===== config.mk =====
export PLATFORM = sky130hd
export DESIGN_NAME = id_decode_stage
export DESIGN_NICKNAME = d
export VERILOG_FILES = /design/src/rtl/id_decode_stage.sv
export SDC_FILE = /design/constraint.sdc
export NUM_CORES = 1
export LEC_CHECK = 0
export BUFFER_PORTS_ARGS = -buffer_cell sky130_fd_sc_hd__clkbuf_2
export CORE_ASPECT_RATIO = 2
export CORE_MARGIN = 2
export CORE_UTILIZATION = 41
export DETAILED_ROUTE_END_ITERATION = 12
export PLACE_DENSITY = 0.69
export SYNTH_ARGS = -nofsm -noshare
export SYNTH_HDL_FRONTEND = slang
export SYNTH_SLANG_ARGS = --single-unit
export TNS_END_PERCENT = 50

===== constraint.sdc =====
create_clock -name i_clk -period 18.55 [get_ports i_clk]
set_clock_uncertainty 0.1 [all_clocks]
set_input_delay 1.855 -clock i_clk [delete_from_list [all_inputs] [get_ports i_clk]]
set_output_delay 1.855 -clock i_clk [all_outputs]
set_load 0.02 [all_outputs]

===== src/rtl/id_decode_stage.sv =====
`default_nettype none
// ============================================================================
// id_decode_stage : RV32I decode stage with registered output and 2-entry skid
// Revision 1.0
// ============================================================================
module id_decode_stage (
  input  logic        i_clk,
  input  logic        i_rst,
  input  logic        i_instr_valid,
  output logic        o_instr_ready,
  input  logic [31:0] i_instr,
  input  logic [31:0] i_pc,
  input  logic        i_flush,
  output logic        o_valid,
  input  logic        i_ready,
  output logic [31:0] o_pc,
  output logic [4:0]  o_rd,
  output logic [4:0]  o_rs1,
  output logic [4:0]  o_rs2,
  output logic [31:0] o_imm,
  output logic        o_use_imm,
  output logic [2:0]  o_alu_op,
  output logic        o_sub,
  output logic        o_arith_shift,
  output logic [2:0]  o_branch_op,
  output logic        o_is_jal,
  output logic        o_is_jalr,
  output logic        o_is_load,
  output logic        o_is_store,
  output logic        o_is_lui,
  output logic        o_is_auipc,
  output logic        o_reg_write,
  output logic        o_illegal
);

  localparam logic [6:0] OPC_OP     = 7'b0110011;
  localparam logic [6:0] OPC_OP_IMM = 7'b0010011;
  localparam logic [6:0] OPC_LOAD   = 7'b0000011;
  localparam logic [6:0] OPC_STORE  = 7'b0100011;
  localparam logic [6:0] OPC_BRANCH = 7'b1100011;
  localparam logic [6:0] OPC_JAL    = 7'b1101111;
  localparam logic [6:0] OPC_JALR   = 7'b1100111;
  localparam logic [6:0] OPC_LUI    = 7'b0110111;
  localparam logic [6:0] OPC_AUIPC  = 7'b0010111;
  localparam logic [2:0] BR_NEVER   = 3'b010;
  localparam logic [6:0] F7_ZERO    = 7'b0000000;
  localparam logic [6:0] F7_ALT     = 7'b0100000;

  typedef struct packed {
    logic [31:0] pc;
    logic [4:0]  rd;
    logic [4:0]  rs1;
    logic [4:0]  rs2;
    logic [31:0] imm;
    logic        use_imm;
    logic [2:0]  alu_op;
    logic        sub;
    logic        arith_shift;
    logic [2:0]  branch_op;
    logic        is_jal;
    logic        is_jalr;
    logic        is_load;
    logic        is_store;
    logic        is_lui;
    logic        is_auipc;
    logic        reg_write;
    logic        illegal;
  } bundle_t;

  localparam bundle_t RESET_BUNDLE = '{branch_op: BR_NEVER, default: '0};

  logic [6:0]  opcode;
  logic [2:0]  funct3;
  logic [6:0]  funct7;
  logic [31:0] imm_i, imm_s, imm_b, imm_u, imm_j;
  logic        writes_rd;
  bundle_t     dec;

  assign opcode = i_instr[6:0];
  assign funct3 = i_instr[14:12];
  assign funct7 = i_instr[31:25];

  assign imm_i = {{20{i_instr[31]}}, i_instr[31:20]};
  assign imm_s = {{20{i_instr[31]}}, i_instr[31:25], i_instr[11:7]};
  assign imm_b = {{19{i_instr[31]}}, i_instr[31], i_instr[7], i_instr[30:25],
                  i_instr[11:8], 1'b0};
  assign imm_u = {i_instr[31:12], 12'b0};
  assign imm_j = {{11{i_instr[31]}}, i_instr[31], i_instr[19:12], i_instr[20],
                  i_instr[30:21], 1'b0};

  always_comb begin
    dec           = RESET_BUNDLE;
    writes_rd     = 1'b0;
    dec.pc        = i_pc;
    dec.rd        = i_instr[11:7];
    dec.rs1       = i_instr[19:15];
    dec.rs2       = i_instr[24:20];
    dec.use_imm   = 1'b1;
    case (opcode)
      OPC_OP: begin
        dec.use_imm     = 1'b0;
        dec.alu_op      = funct3;
        dec.sub         = (funct3 == 3'b000) && i_instr[30];
        dec.arith_shift = (funct3 == 3'b101) && i_instr[30];
        dec.illegal     = !((funct7 == F7_ZERO) ||
                            ((funct7 == F7_ALT) && ((funct3 == 3'b000) || (funct3 == 3'b101))));
        writes_rd       = 1'b1;
      end
      OPC_OP_IMM: begin
        dec.imm         = imm_i;
        dec.alu_op      = funct3;
        dec.arith_shift = (funct3 == 3'b101) && i_instr[30];
        // shift-immediate encodings reuse the upper imm bits as funct7
        dec.illegal     = ((funct3 == 3'b001) && (funct7 != F7_ZERO)) ||
                          ((funct3 == 3'b101) && (funct7 != F7_ZERO) && (funct7 != F7_ALT));
        writes_rd       = 1'b1;
      end
      OPC_LOAD: begin
        dec.imm     = imm_i;
        dec.is_load = 1'b1;
        writes_rd   = 1'b1;
      end
      OPC_STORE: begin
        dec.imm      = imm_s;
        dec.is_store = 1'b1;
      end
      OPC_BRANCH: begin
        dec.imm       = imm_b;
        dec.use_imm   = 1'b0;
        dec.branch_op = funct3;
        dec.illegal   = (funct3 == 3'b010) || (funct3 == 3'b011);
      end
      OPC_JAL: begin
        dec.imm    = imm_j;
        dec.is_jal = 1'b1;
        writes_rd  = 1'b1;
      end
      OPC_JALR: begin
        dec.imm     = imm_i;
        dec.is_jalr = 1'b1;
        dec.illegal = (funct3 != 3'b000);
        writes_rd   = 1'b1;
      end
      OPC_LUI: begin
        dec.imm    = imm_u;
        dec.is_lui = 1'b1;
        writes_rd  = 1'b1;
      end
      OPC_AUIPC: begin
        dec.imm      = imm_u;
        dec.is_auipc = 1'b1;
        writes_rd    = 1'b1;
      end
      default: dec.illegal = 1'b1;
    endcase
    dec.reg_write = writes_rd && !dec.illegal;
  end

  bundle_t out_q, skid_q;
  logic    out_valid, skid_valid;
  logic    accept, drain;

  assign o_instr_ready = !skid_valid;
  assign accept        = i_instr_valid && o_instr_ready;
  assign drain         = out_valid && i_ready;

  // SKID only fills while OUT is stalled, so OUT is never empty with SKID valid
  always_ff @(posedge i_clk or posedge i_rst) begin
    if (i_rst) begin
      out_q      <= RESET_BUNDLE;
      skid_q     <= RESET_BUNDLE;
      out_valid  <= 1'b0;
      skid_valid <= 1'b0;
    end else if (i_flush) begin
      out_valid  <= 1'b0;
      skid_valid <= 1'b0;
    end else if (!out_valid || drain) begin
      if (skid_valid) begin
        out_q      <= skid_q;
        out_valid  <= 1'b1;
        skid_valid <= 1'b0;
      end else if (accept) begin
        out_q      <= dec;
        out_valid  <= 1'b1;
      end else begin
        out_valid  <= 1'b0;
      end
    end else if (accept) begin
      skid_q     <= dec;
      skid_valid <= 1'b1;
    end
  end

  assign o_valid       = out_valid;
  assign o_pc          = out_q.pc;
  assign o_rd          = out_q.rd;
  assign o_rs1         = out_q.rs1;
  assign o_rs2         = out_q.rs2;
  assign o_imm         = out_q.imm;
  assign o_use_imm     = out_q.use_imm;
  assign o_alu_op      = out_q.alu_op;
  assign o_sub         = out_q.sub;
  assign o_arith_shift = out_q.arith_shift;
  assign o_branch_op   = out_q.branch_op;
  assign o_is_jal      = out_q.is_jal;
  assign o_is_jalr     = out_q.is_jalr;
  assign o_is_load     = out_q.is_load;
  assign o_is_store    = out_q.is_store;
  assign o_is_lui      = out_q.is_lui;
  assign o_is_auipc    = out_q.is_auipc;
  assign o_reg_write   = out_q.reg_write;
  assign o_illegal     = out_q.illegal;

endmodule
`default_nettype wire


# == Yosys cells after proc, flatten, opt, wreduce, memory -nomap -nowiden ==
# Cells that the tools add are included.
# op_classes
n_eq_ne,15
n_mux,23
n_bitwise,2
n_reduce_logical,33
# op_table
cell,count
2-to-1 mux 96 bit,2
case mux 32 bit (5 select lines),1
equality test 7 x 6 -> 1 bit (second input constant),4
equality test 7 bit (second input constant),3
2-to-1 mux 1 bit,17
equality test 7 x 5 -> 1 bit (second input constant),2
logical AND 1 bit,9
equality test 7 x 2 -> 1 bit (second input constant),1
logical NOT 7 bit,1
inequality test 7 x 6 -> 1 bit (second input constant),1
nonzero test 7 bit,1
OR reduction 7 bit,1
equality test 3 x 2 -> 1 bit (second input constant),2
2-to-1 mux 3 bit,2
AND reduction 3 bit,2
nonzero test 3 bit,2
OR reduction 2 bit,3
logical OR 1 bit,5
case mux 1 bit (5 select lines),1
OR reduction 5 bit,1
logical NOT 1 bit,4
nonzero test 2 bit,2
equality test 3 x 1 -> 1 bit (second input constant),1
equality test 3 bit (second input constant),1
other kinds (3),4
# word_totals
regBits,194
in_bits,69
out_inout_bits,98
elab_cells,111

# == Logic depth before layout (Yosys ltp) ==
# Gate-level depths: netlist of run 1.
# depth
ltp_word,10
ltp_mapped,9
depth_no_buf,4

# == Least setup slack after synthesis of run 1 ==
# OpenSTA, ideal clock, no wires.
# synth_timing
path_type,input port to flip-flop
start,in i_instr[3]
end,reg skid_q[1] in the netlist's numbering
setup_ns,0.122
arrival_time_ns,3.071
required_ns,18.328
setup_slack_ns,15.257
path_stages,6
n_path_buf,2
cell_sequence,buf_2 -> nand4bb_4 -> buf_6 -> a2111o_1 -> and3_4 -> a32o_1
# synth_via
elab_chain_cells,5
word_cells_on_any_way,15
classes_between,9 x eq/ne; 2 x mux; 4 x reduce/logical
# synth_rtl
item,line,source
"start, declared",11,"input logic [31:0] i_instr,"
equality test 7 x 6 -> 1 bit (tied with other cells),99,case (opcode)
OR reduction 5 bit (no source line),n/a,
case mux 1 bit (5 select lines),99,
logical NOT 1 bit,156,dec.reg_write = writes_rd && !dec.illegal;
logical AND 1 bit (*),156,
"end signal, assigned",171,skid_q <= RESET_BUNDLE;
"end signal, assigned",189,skid_q <= dec;
"end, declared",159,"bundle_t out_q, skid_q;"
# Mark *: on every way between the ends. The rest lies on a longest branch, timed or not.
# A chain may end at the register's enable or synchronous reset.

# == Worst setup path in the final report of run 1 ==
# layout_timing
start,in i_ready
end,"reg out_q, in the netlist o_imm[18]"
# layout_via
elab_chain_cells,3
# layout_rtl
item,line,source
"start, declared",15,"input logic i_ready,"
logical AND 1 bit,165,assign drain = out_valid && i_ready;
logical OR 1 bit,177,end else if (!out_valid || drain) begin
AND reduction 3 bit (no source line),n/a,
"end signal, assigned",179,out_q <= skid_q;
"end, declared",159,
# Every way passes these cells.

==> results.tsv, run 1 <==
stage	metric	value	unit
run_status	outcome	finished, final reports clean	
synth	syn_area	0.00881	mm2
sta	setup_violations	0	
clock_network	cts_tree	yes	
clock_network	post-cts-setup-buffers	0	
final_layout	design_area	0.0103	mm2
final_layout	drive_above_1_share	21.9	%
critical_path	required	18.78	ns
drt	ant_nets	0	
clock_network	hold_buffers	0	
synth	synth_top_area_share	54.5	%
clock_network	path_clk_slew	0.07	ns
final_layout	areaGrowthSynthToFinish	16.9	%
critical_path	startpoint_type	primary input	
pwr	p_leak	4.75	nW
floorplanning	die_h	211	um
worst_hold_path	hp-class	flip-flop to flip-flop	
critical_path	path_max_fanout	83	
synth	synth_flop_cell	dfrtp_1	
sta	drv_slew	0	
global_route	overflow	0	
critical_path	worst_setup_path_end_kind	flip-flop	
floorplanning	die_w	108	um
drt	wl	23800	um
synth	mappedNetlistNets	980	
critical_path	cp_data_arrival_time	4.23	ns
floorplanning	io-pin-count	167	
final_layout	nets	1105	
sta	tns	0	ns
sta	final.min_clock_period	4.00	ns
place	dpl_worst_slack	14.10	ns
sta	hold_violations	0	
synth	synthArstFlopShare	100	%
place	placed_area	0.00971	mm2
sta	tightest_slew	1.04	ns
sta	max_slew_margin	31.0	%
floorplanning	initial_core_util	41.9	%
drt	drt-initial-drc-count	524	
synth	yosysTopAreaCell	dfrtp_1	
pwr	ir_worst_vdd	0.0584	mV
clock_network	htreeDepth	4	
synth	synth_edf_count	0	
critical_path	worstSetupPathType	primary input to flip-flop	
drt	drt_pass1_iterations	5	
clock_network	cts_made_buffers	17	
synth	synth_seq_area_share	55.1	%
synth	yosysUniqueCellTypes	60	
floorplanning	design.die.area	0.0228	mm2
clock_network	cts_resized	0	
drt	wl_per_cell	18.0	um
pwr	total_power	1.08	mW
flow_run	cap_violations	0	
synth	syn_area_per_cell	9.67	um2
synth	yosysMostFrequentCell	nand2_1	
place	gp_congestion	0.825	
synth	synth-seq-cells	194	
sta	fmax	250	MHz
global_route	grt_pass1_vias	7281	
place	dp_hpwl	16000	um
floorplanning	core_area	0.0210	mm2
drt	vias	7176	
clock_network	cts_root_buf	clkbuf_16	
global_route	grt_max_degree	120	
clock_network	clock_latency	0.44	ns
synth	yosys-top-cells-count	269 x nand2_1, 192 x dfrtp_1, 76 x o21ai_0, 48 x mux2i_1, 39 x nor2_1	
synth	synthTopCellsByArea	dfrtp_1 55%, nand2_1 11%, mux2i_1 5.5%	
global_route	track_usage	21.6	%
synth	ys.warnings.count	0	
place	port_buffers	166	
synth	syn-instance-count	911	
sta	fin_hold_ws	0.375	ns
sta	worst_slack	14.55	ns
global_route	antenna_found_initial	0	
sta	rsz0062_at_grt	false	
pwr	powerDensity	105	mW/mm2
clock_network	ctsLongestPathBuffers	2	
clock_network	clock_sinks	194	
sta	post-route-period-util	21.6	%
floorplanning	row_count	75	
final_layout	diodes	0	
final_layout	fillers	2032	
drt	viasPerCell	5.45	
global_route	grt_pass1_wl	38000	um
drt	drc	0	
state kept, by name, indices dropped and copies added, names as in the netlist, 3 cells and up:
name,cells
o_pc,32
skid_q,96
o_rs1,5
o_imm,32
o_rs2,5
o_branch_op,3
o_rd,5
o_alu_op,3
critical path, cell delays in order:
cell and delay [ns]:
clkbuf_2 0.11, nor2b_1 0.43, or3_4 0.58, buf_4 0.70, nand2b_1 0.13, a221o_1 0.33
logic make-up (layout without fill, tap and decap cells):
kind of cell | count (synthesis) | after routing | synth area share [%]
AND/OR/NAND/NOR | 382 | 382 | 18.7
AO/OA/AOI/OAI | 206 | 206 | 15.8
flip-flops | 194 | 194 | 55.1
buffers and inverters | 78 | 215 | 4.60
multiplexers | 49 | 49 | 5.58
XOR/XNOR | 2 | 2 | 0.199
layout make-up:
cell class | instances | area, um2 | share of cell area (%)
clock inverters | 10 | 125 | 1.21
clock buffers | 21 | 470 | 4.57
repair buffers | 176 | 906 | 8.79
inverters | 8 | 37.5 | 0.364
flip-flops and latches | 194 | 4860 | 47.2
well taps | 269 | 337 | 3.27
multi-input cells | 639 | 3570 | 34.6
power breakdown:
part           switching (mW)  internal (mW)
Sequential             0.0370          0.487
Clock                   0.165          0.210
Combinational           0.120         0.0652
Total                   0.323          0.762
layout by cell type, fill, tap and decap left out, types with 3 or more instances in the layout:
cell type / netlist / layout
clkinvlp_4: 0 / 4
inv_1: 8 / 7
mux2i_1: 48 / 48
a31oi_1: 15 / 15
o31ai_1: 7 / 7
a22oi_1: 5 / 5
buf_4: 4 / 10
a21oi_1: 19 / 19
dfrtp_1: 192 / 191
o311ai_0: 3 / 3
nand3_1: 14 / 14
nand2b_1: 13 / 13
o21ai_0: 76 / 76
o22ai_1: 4 / 4
clkbuf_16: 0 / 17
nor3_1: 18 / 17
o21a_1: 11 / 11
a21oi_4: 3 / 3
nor2_1: 39 / 39
clkbuf_8: 0 / 3
nand4b_1: 3 / 3
nand2_1: 269 / 268
o211ai_1: 17 / 17
a221o_1: 16 / 16
clkbuf_2: 0 / 166
a311oi_1: 11 / 11
o21ai_1: 5 / 5
final timing paths:
check                           start          to  slack (ns)  cells past startpoint
max in group asynchronous       i_rst     o_pc[6]       15.39                      3
max reg2reg                skid_valid  skid_q[35]       15.35                      5
min reg2reg                skid_q[60]  skid_q[60]        0.37                      2
min                        skid_q[60]  skid_q[60]        0.37                      2
min in group asynchronous       i_rst    o_rs1[4]        1.44                      2
max                           i_ready   o_imm[18]       14.55                      6
per-stage QoR:
step | util (%) | std cells
finish | 49.0 | 1317
global route | 49.0 | 1317
CTS | 49.0 | 1317
detailed placement | 46.2 | 1286
global placement | 46.2 | 1286
floorplan | - | 911
routing by layer:
metal	share of wire, %	track usage (%)	up-vias
li1	-	-	3408
met5	0	0	-
met2	52	37.8	187
met4	4.4	11.2	0
met3	3.5	3.57	60
met1	40	25.0	3521
No activity file was read; power rests on OpenSTA's default activity.
==> inputs of run 2 (changes only) <==
==> constraint.sdc (replaced) <==
create_clock -name i_clk -period 4.2 [get_ports i_clk]
set_clock_uncertainty 0.1 [all_clocks]
set_input_delay 0.42 -clock i_clk [delete_from_list [all_inputs] [get_ports i_clk]]
set_output_delay 0.42 -clock i_clk [all_outputs]
set_load 0.02 [all_outputs]
==> results.tsv, run 2 (synthesis gave the netlist of run 1 again) <==
stage	metric	value	unit	change
run_status	outcome	finished, final reports clean		unchanged
sta	post-route-period-util	64.6	%	
critical_path	path_buf_inv	2		unchanged
critical_path	cp_top_family	buffers and inverters		was simple AND/OR/NAND/NOR gates
pwr	powerDensity	470	mW/mm2	was 105 mW/mm2
global_route	grt_pass1_vias	7138		was 7,281
drt	drc	0		unchanged
floorplanning	die_w	108	um	unchanged
final_layout	areaGrowthSynthToFinish	17.8	%	was 16.9%
clock_network	clock_sinks	194		unchanged
sta	rsz0062_at_grt	false		unchanged
final_layout	top_register	skid_q		unchanged
clock_network	post-cts-setup-buffers	0		unchanged
floorplanning	core_area	0.0210	mm2	unchanged
clock_network	cts_resized	0		unchanged
floorplanning	io-pin-count	167		unchanged
drt	maxUsedRoutingLayer	met4		unchanged
sta	drv_slew	0		unchanged
place	port_buffers	166		unchanged
clock_network	ctsLongestPathBuffers	2		unchanged
clock_network	hold_buffers	0		unchanged
critical_path	rr_startpoint	skid_valid		unchanged
drt	wl_per_cell	17.8	um	was 18.0 um
critical_path	path_max_fanout	28		was 83
global_route	track_usage	21.6	%	about the same
drt	drt_pass1_iterations	5		unchanged
drt	vias	7147		was 7,176
drt	drt-initial-drc-count	526		was 524
pwr	p_leak	4.79	nW	was 4.75 nW
global_route	grt_pass1_wl	38100	um	was 38,000 um
drt	dr_wl_met3	943	um	was 831 um
place	gp_congestion	0.854		was 0.825
clock_network	path_clk_slew	0.07	ns	about the same
place	dp_hpwl	16000	um	about the same
critical_path	worstSetupPathType	flip-flop to output pin		was primary input to flip-flop
clock_network	cts_root_buf	clkbuf_16		unchanged
sta	tightest_slew	1.03	ns	was 1.04 ns
global_route	grt_max_degree	89		was 120
critical_path	cp_cell_sequence	inv_1 -> clkbuf_2		was clkbuf_2 -> nor2b_1 -> or3_4 -> buf_4 -> nand2b_1 -> a221o_1
final_layout	nets	1108		was 1,105
critical_path	cp_data_arrival_time	2.19	ns	was 4.23 ns
critical_path	r2r_slack	1.60	ns	was 15.35 ns
floorplanning	design.die.area	0.0228	mm2	unchanged
sta	final.min_clock_period	2.71	ns	
floorplanning	die_h	211	um	unchanged
clock_network	cts_tree	yes		unchanged
critical_path	required	3.68	ns	was 18.78 ns
final_layout	diodes	0		unchanged
floorplanning	initial_core_util	41.9	%	unchanged
drt	wl	23500	um	was 23,800 um
critical_path	crit_slowest_cell	inv_1		was buf_4
final_layout	drive_above_1_share	22.1	%	was 21.9%
worst_hold_path	hold_depth	3		was 2
drt	ant_nets	0		unchanged
global_route	overflow	0		unchanged
critical_path	timing.rr.end	o_imm[27]		was skid_q[35]
clock_network	cts_made_buffers	17		unchanged
flow_run	cap_violations	0		unchanged
final_layout	mostFrequentLayoutCells	268 x nand2_1, 191 x dfrtp_1, 166 x clkbuf_2, 76 x o21ai_0, 48 x mux2i_1		unchanged
critical_path	startpoint_type	flip-flop		was primary input
worst_hold_path	hold_end	skid_q[76]		was skid_q[60]
sta	max_slew_margin	31.1	%	was 31.0%
sta	hold_violations	0		unchanged
sta	setup_violations	0		unchanged
final_layout	final_common_cell	nand2_1		unchanged
drt	wl_met1	9290	um	was 9440 um
drt	route.met2.wl	12200	um	was 12,400 um
pwr	ir_worst_vdd	0.257	mV	was 0.0584 mV
critical_path	slowest_delay	0.75	ns	was 0.70 ns
clock_network	htreeDepth	4		unchanged
critical_path	worst_setup_path_end_kind	output pin		was flip-flop
final_layout	largest_reg_flops	96		unchanged
clock_network	clock_latency	0.44	ns	about the same
final_layout	fin_util	49.4	%	was 49.0%
sta	fmax	369	MHz	
critical_path	r2r_cells	5		unchanged
global_route	antenna_found_initial	0		unchanged
floorplanning	row_count	75		unchanged
worst_hold_path	hp-class	primary input to flip-flop		was flip-flop to flip-flop
worst_hold_path	hp-start	i_pc[12]		was skid_q[60]
sta	tns	0	ns	unchanged
drt	viasPerCell	5.41		was 5.45
==> run 2: worst reg2reg max path, delay by kind of cell, from the launching register on <==
kind	cells	cell delay, ns
simple gates	3	1.14
buf+inv	1	0.32
flops	1	0.67
compound gates	1	0.26
==> run 2: per-layer routing <==
metal  vias up  track usage, %
met2       212            35.9
met1      3453            26.2
met3        62            3.94
li1       3420               -
met5         -               0
met4         0            12.2
==> run 2: power breakdown <==
group / total, mW / switching (mW) / internal (mW)
Combinational: 0.825 / 0.532 / 0.293
Clock: 1.73 / 0.722 / 1.01
Sequential: 2.32 / 0.164 / 2.15
Total: 4.87 / 1.42 / 3.46
==> run 2: worst max-delay path by stage <==
stage               slack, ns  cells past startpoint       endpoint        from
floorplan                1.18                      1    o_alu_op[0]       i_rst
global placement         1.63                      5      o_imm[28]  skid_valid
detailed placement       1.56                      5      o_imm[27]  skid_valid
CTS                      1.46                      2  o_instr_ready  skid_valid
global route             1.35                      5      o_imm[27]  skid_valid
finish                   1.49                      2  o_instr_ready  skid_valid
==> run 2: area by class of cell <==
type                       instances  area, um2
tap                              269        337
fill                            2041      10600
multi-input combinational        639       3570
sequential                       194       4860
inverter                           8       33.8
clock inverter                    13        185
clock buffer                      19        443
timing repair buffer             179        953
==> run 2: metrics by stage <==
step / power [mW] / setup WS, ns / hold slack, ns / area, um2 / instances
global placement: 3.16 / 1.63 / 0.357 / 9750 / 1289
floorplan: 2.86 / 1.18 / 0.345 / 8810 / 911
CTS: 4.94 / 1.46 / 0.0594 / 10400 / 1321
global route: 5.12 / 1.35 / 0.0806 / 10400 / 1321
detailed placement: 3.19 / 1.56 / 0.362 / 9750 / 1289
finish: 4.87 / 1.49 / 0.0901 / 10400 / 1321
==> inputs of run 3 (changes only) <==
==> constraint.sdc (replaced) <==
create_clock -name i_clk -period 2.72 [get_ports i_clk]
set_clock_uncertainty 0.1 [all_clocks]
set_input_delay 0.272 -clock i_clk [delete_from_list [all_inputs] [get_ports i_clk]]
set_output_delay 0.272 -clock i_clk [all_outputs]
set_load 0.02 [all_outputs]
==> results.tsv, run 3 (synthesis gave the netlist of run 1 again) <==
stage	metric	value	unit	change
final_layout	top_register	skid_q		unchanged
worst_hold_path	hp-start	i_instr[18]		was i_pc[12]
clock_network	cts_made_buffers	17		unchanged
critical_path	path_max_fanout	49		was 28
floorplanning	initial_core_util	41.9	%	unchanged
pwr	p_switching	2.20	mW	was 1.42 mW
floorplanning	io-pin-count	167		unchanged
critical_path	crit_start	o_valid		was skid_valid
clock_network	clock_latency	0.44	ns	about the same
place	placed_area	0.00987	mm2	was 0.00975 mm2
sta	tightest_slew	1.19	ns	was 1.03 ns
drt	drc	0		unchanged
sta	drv_slew	0		unchanged
drt	vias	7432		was 7,147
clock_network	cts_root_buf	clkbuf_16		unchanged
final_layout	design_area	0.0109	mm2	was 0.0104 mm2
pwr	p_leak	5.04	nW	was 4.79 nW
critical_path	rr_startpoint	o_valid		was skid_valid
pwr	combPwrFrac	17.7	%	was 16.9%
sta	max_slew_margin	20.7	%	was 31.1%
floorplanning	die_w	108	um	unchanged
floorplanning	row_count	75		unchanged
final_layout	mostFrequentLayoutCells	268 x nand2_1, 191 x dfrtp_1, 166 x clkbuf_2, 76 x o21ai_0, 48 x mux2i_1		unchanged
floorplanning	design.die.area	0.0228	mm2	unchanged
critical_path	worst_setup_path_end_kind	flip-flop		was output pin
final_layout	fin_util	51.9	%	was 49.4%
global_route	grt_pass1_vias	7465		was 7,138
place	dp_hpwl	16900	um	was 16,000 um
clock_network	htreeDepth	4		unchanged
sta	final.min_clock_period	2.14	ns	
place	dpl_worst_slack	0.585	ns	was 1.56 ns
pwr	clockPowerShare	35.4	%	was 35.6%
critical_path	required	2.97	ns	was 3.68 ns
global_route	overflow	0		unchanged
sta	rsz0062_at_grt	false		unchanged
floorplanning	core_area	0.0210	mm2	unchanged
flow_run	cap_violations	0		unchanged
final_layout	fillers	1952		was 2,041
clock_network	clock_sinks	194		unchanged
drt	ant_nets	0		unchanged
pwr	powerDensity	699	mW/mm2	was 470 mW/mm2
final_layout	nets	1161		was 1,108
critical_path	cp_data_arrival_time	2.39	ns	was 2.19 ns
worst_hold_path	hp-class	primary input to flip-flop		unchanged
sta	post-route-period-util	78.6	%	
critical_path	startpoint_type	flip-flop		unchanged
clock_network	ctsLongestPathBuffers	2		unchanged
floorplanning	die_h	211	um	unchanged
drt	wl	24500	um	was 23,500 um
sta	fmax	468	MHz	
pwr	p_sw_share	28.9	%	was 29.1%
pwr	ir_worst_vdd	0.390	mV	was 0.257 mV
final_layout	multi_input_area	0.00357	mm2	unchanged
final_layout	drive_above_1_share	22.3	%	was 22.1%
sta	hold_violations	0		unchanged
clock_network	path_clk_slew	0.07	ns	about the same
run_status	outcome	finished, final reports clean		unchanged
global_route	track_usage	22.2	%	was 21.6%
sta	fin_hold_ws	0.0243	ns	was 0.0901 ns
global_route	antenna_found_initial	0		unchanged
drt	drt-initial-drc-count	470		was 526
drt	wl_per_cell	17.8	um	about the same
sta	setup_violations	0		unchanged
final_layout	final_common_cell	nand2_1		unchanged
global_route	grt_max_degree	73		was 89
clock_network	cts_tree	yes		unchanged
final_layout	areaGrowthSynthToFinish	23.8	%	was 17.8%
place	gp_congestion	0.905		was 0.854
final_layout	diodes	0		unchanged
sta	worst_slack	0.581	ns	was 1.49 ns
pwr	total_power	7.62	mW	was 4.87 mW
pwr	pwr-share-seq	46.9	%	was 47.5%
pwr	internal-power	5.42	mW	was 3.46 mW
drt	drt_pass1_iterations	6		was 5
final_layout	seqCellArea	0.00486	mm2	unchanged
critical_path	worstSetupPathType	flip-flop to flip-flop		was flip-flop to output pin
drt	viasPerCell	5.41		about the same
final_layout	largest_reg_flops	96		unchanged
place	port_buffers	166		unchanged
global_route	grt_pass1_wl	39000	um	was 38,100 um
[run 3: changes by cell type in the layout (fill, tap and decap cells not counted), sizes merged]
cell / delta
buf: +13
clkinv: +1
dlygate4sd3: +40
inv: +1
clkinvlp: -3
clkbuf: +1
[run 3: per-layer routing]
metal  GRT usage (%)  wire length [um]  part of all wire [%]
met2            38.0             12700                    52
met5               0                 0                     0
met1            25.8              9560                    39
met3            4.19               977                   4.0
met4            12.2              1220                   5.0
[run 3: worst max-delay path: stages, from the launching register on]
cell	delay, ns
dfrtp_1	0.36
nor2b_1	0.44
or3_4	0.62
buf_12	0.29
a21oi_1	0.07
o22ai_1	0.15
[run 3: repair_timing]
item / CTS / global route
setup buffers: 0 / 0
endpoints found under the hold margin: 58 / 0
resized for setup: 0 / 0
hold buffers: 40 / 0
[run 3: worst paths after layout]
kind / to / slack [ns] / cells after the start
max: o_imm[11] / 0.58 / 5
min: skid_q[57] / 0.02 / 3
max reg2reg: o_imm[11] / 0.58 / 5
min reg2reg: skid_q[87] / 0.37 / 2
max in group asynchronous: o_pc[0] / 1.44 / 4
min in group asynchronous: o_rd[1] / 0.38 / 3
[run 3: cell type report]
class | count | area share [%]
clock inverters | 12 | 1.65
repair buffers | 232 | 13.5
multi-input cells | 639 | 32.7
inverters | 8 | 0.310
clock buffers | 20 | 4.19
well taps | 269 | 3.08
flip-flops and latches | 194 | 44.5
[run 3: power by group through the flow]
stage	Sequential [mW]	Clock [mW]	Combinational (mW)
floorplan	3.83	0	0.581
global placement	3.61	0	1.28
detailed placement	3.63	0	1.31
CTS	3.58	2.75	1.37
global route	3.62	2.85	1.50
finish	3.58	2.70	1.35
[run 3: metrics by stage]
stage               cells  setup TNS, ns
finish               1374              0
global route         1374              0
CTS                  1374              0
detailed placement   1302              0
global placement     1302              0
floorplan             911         -29.72
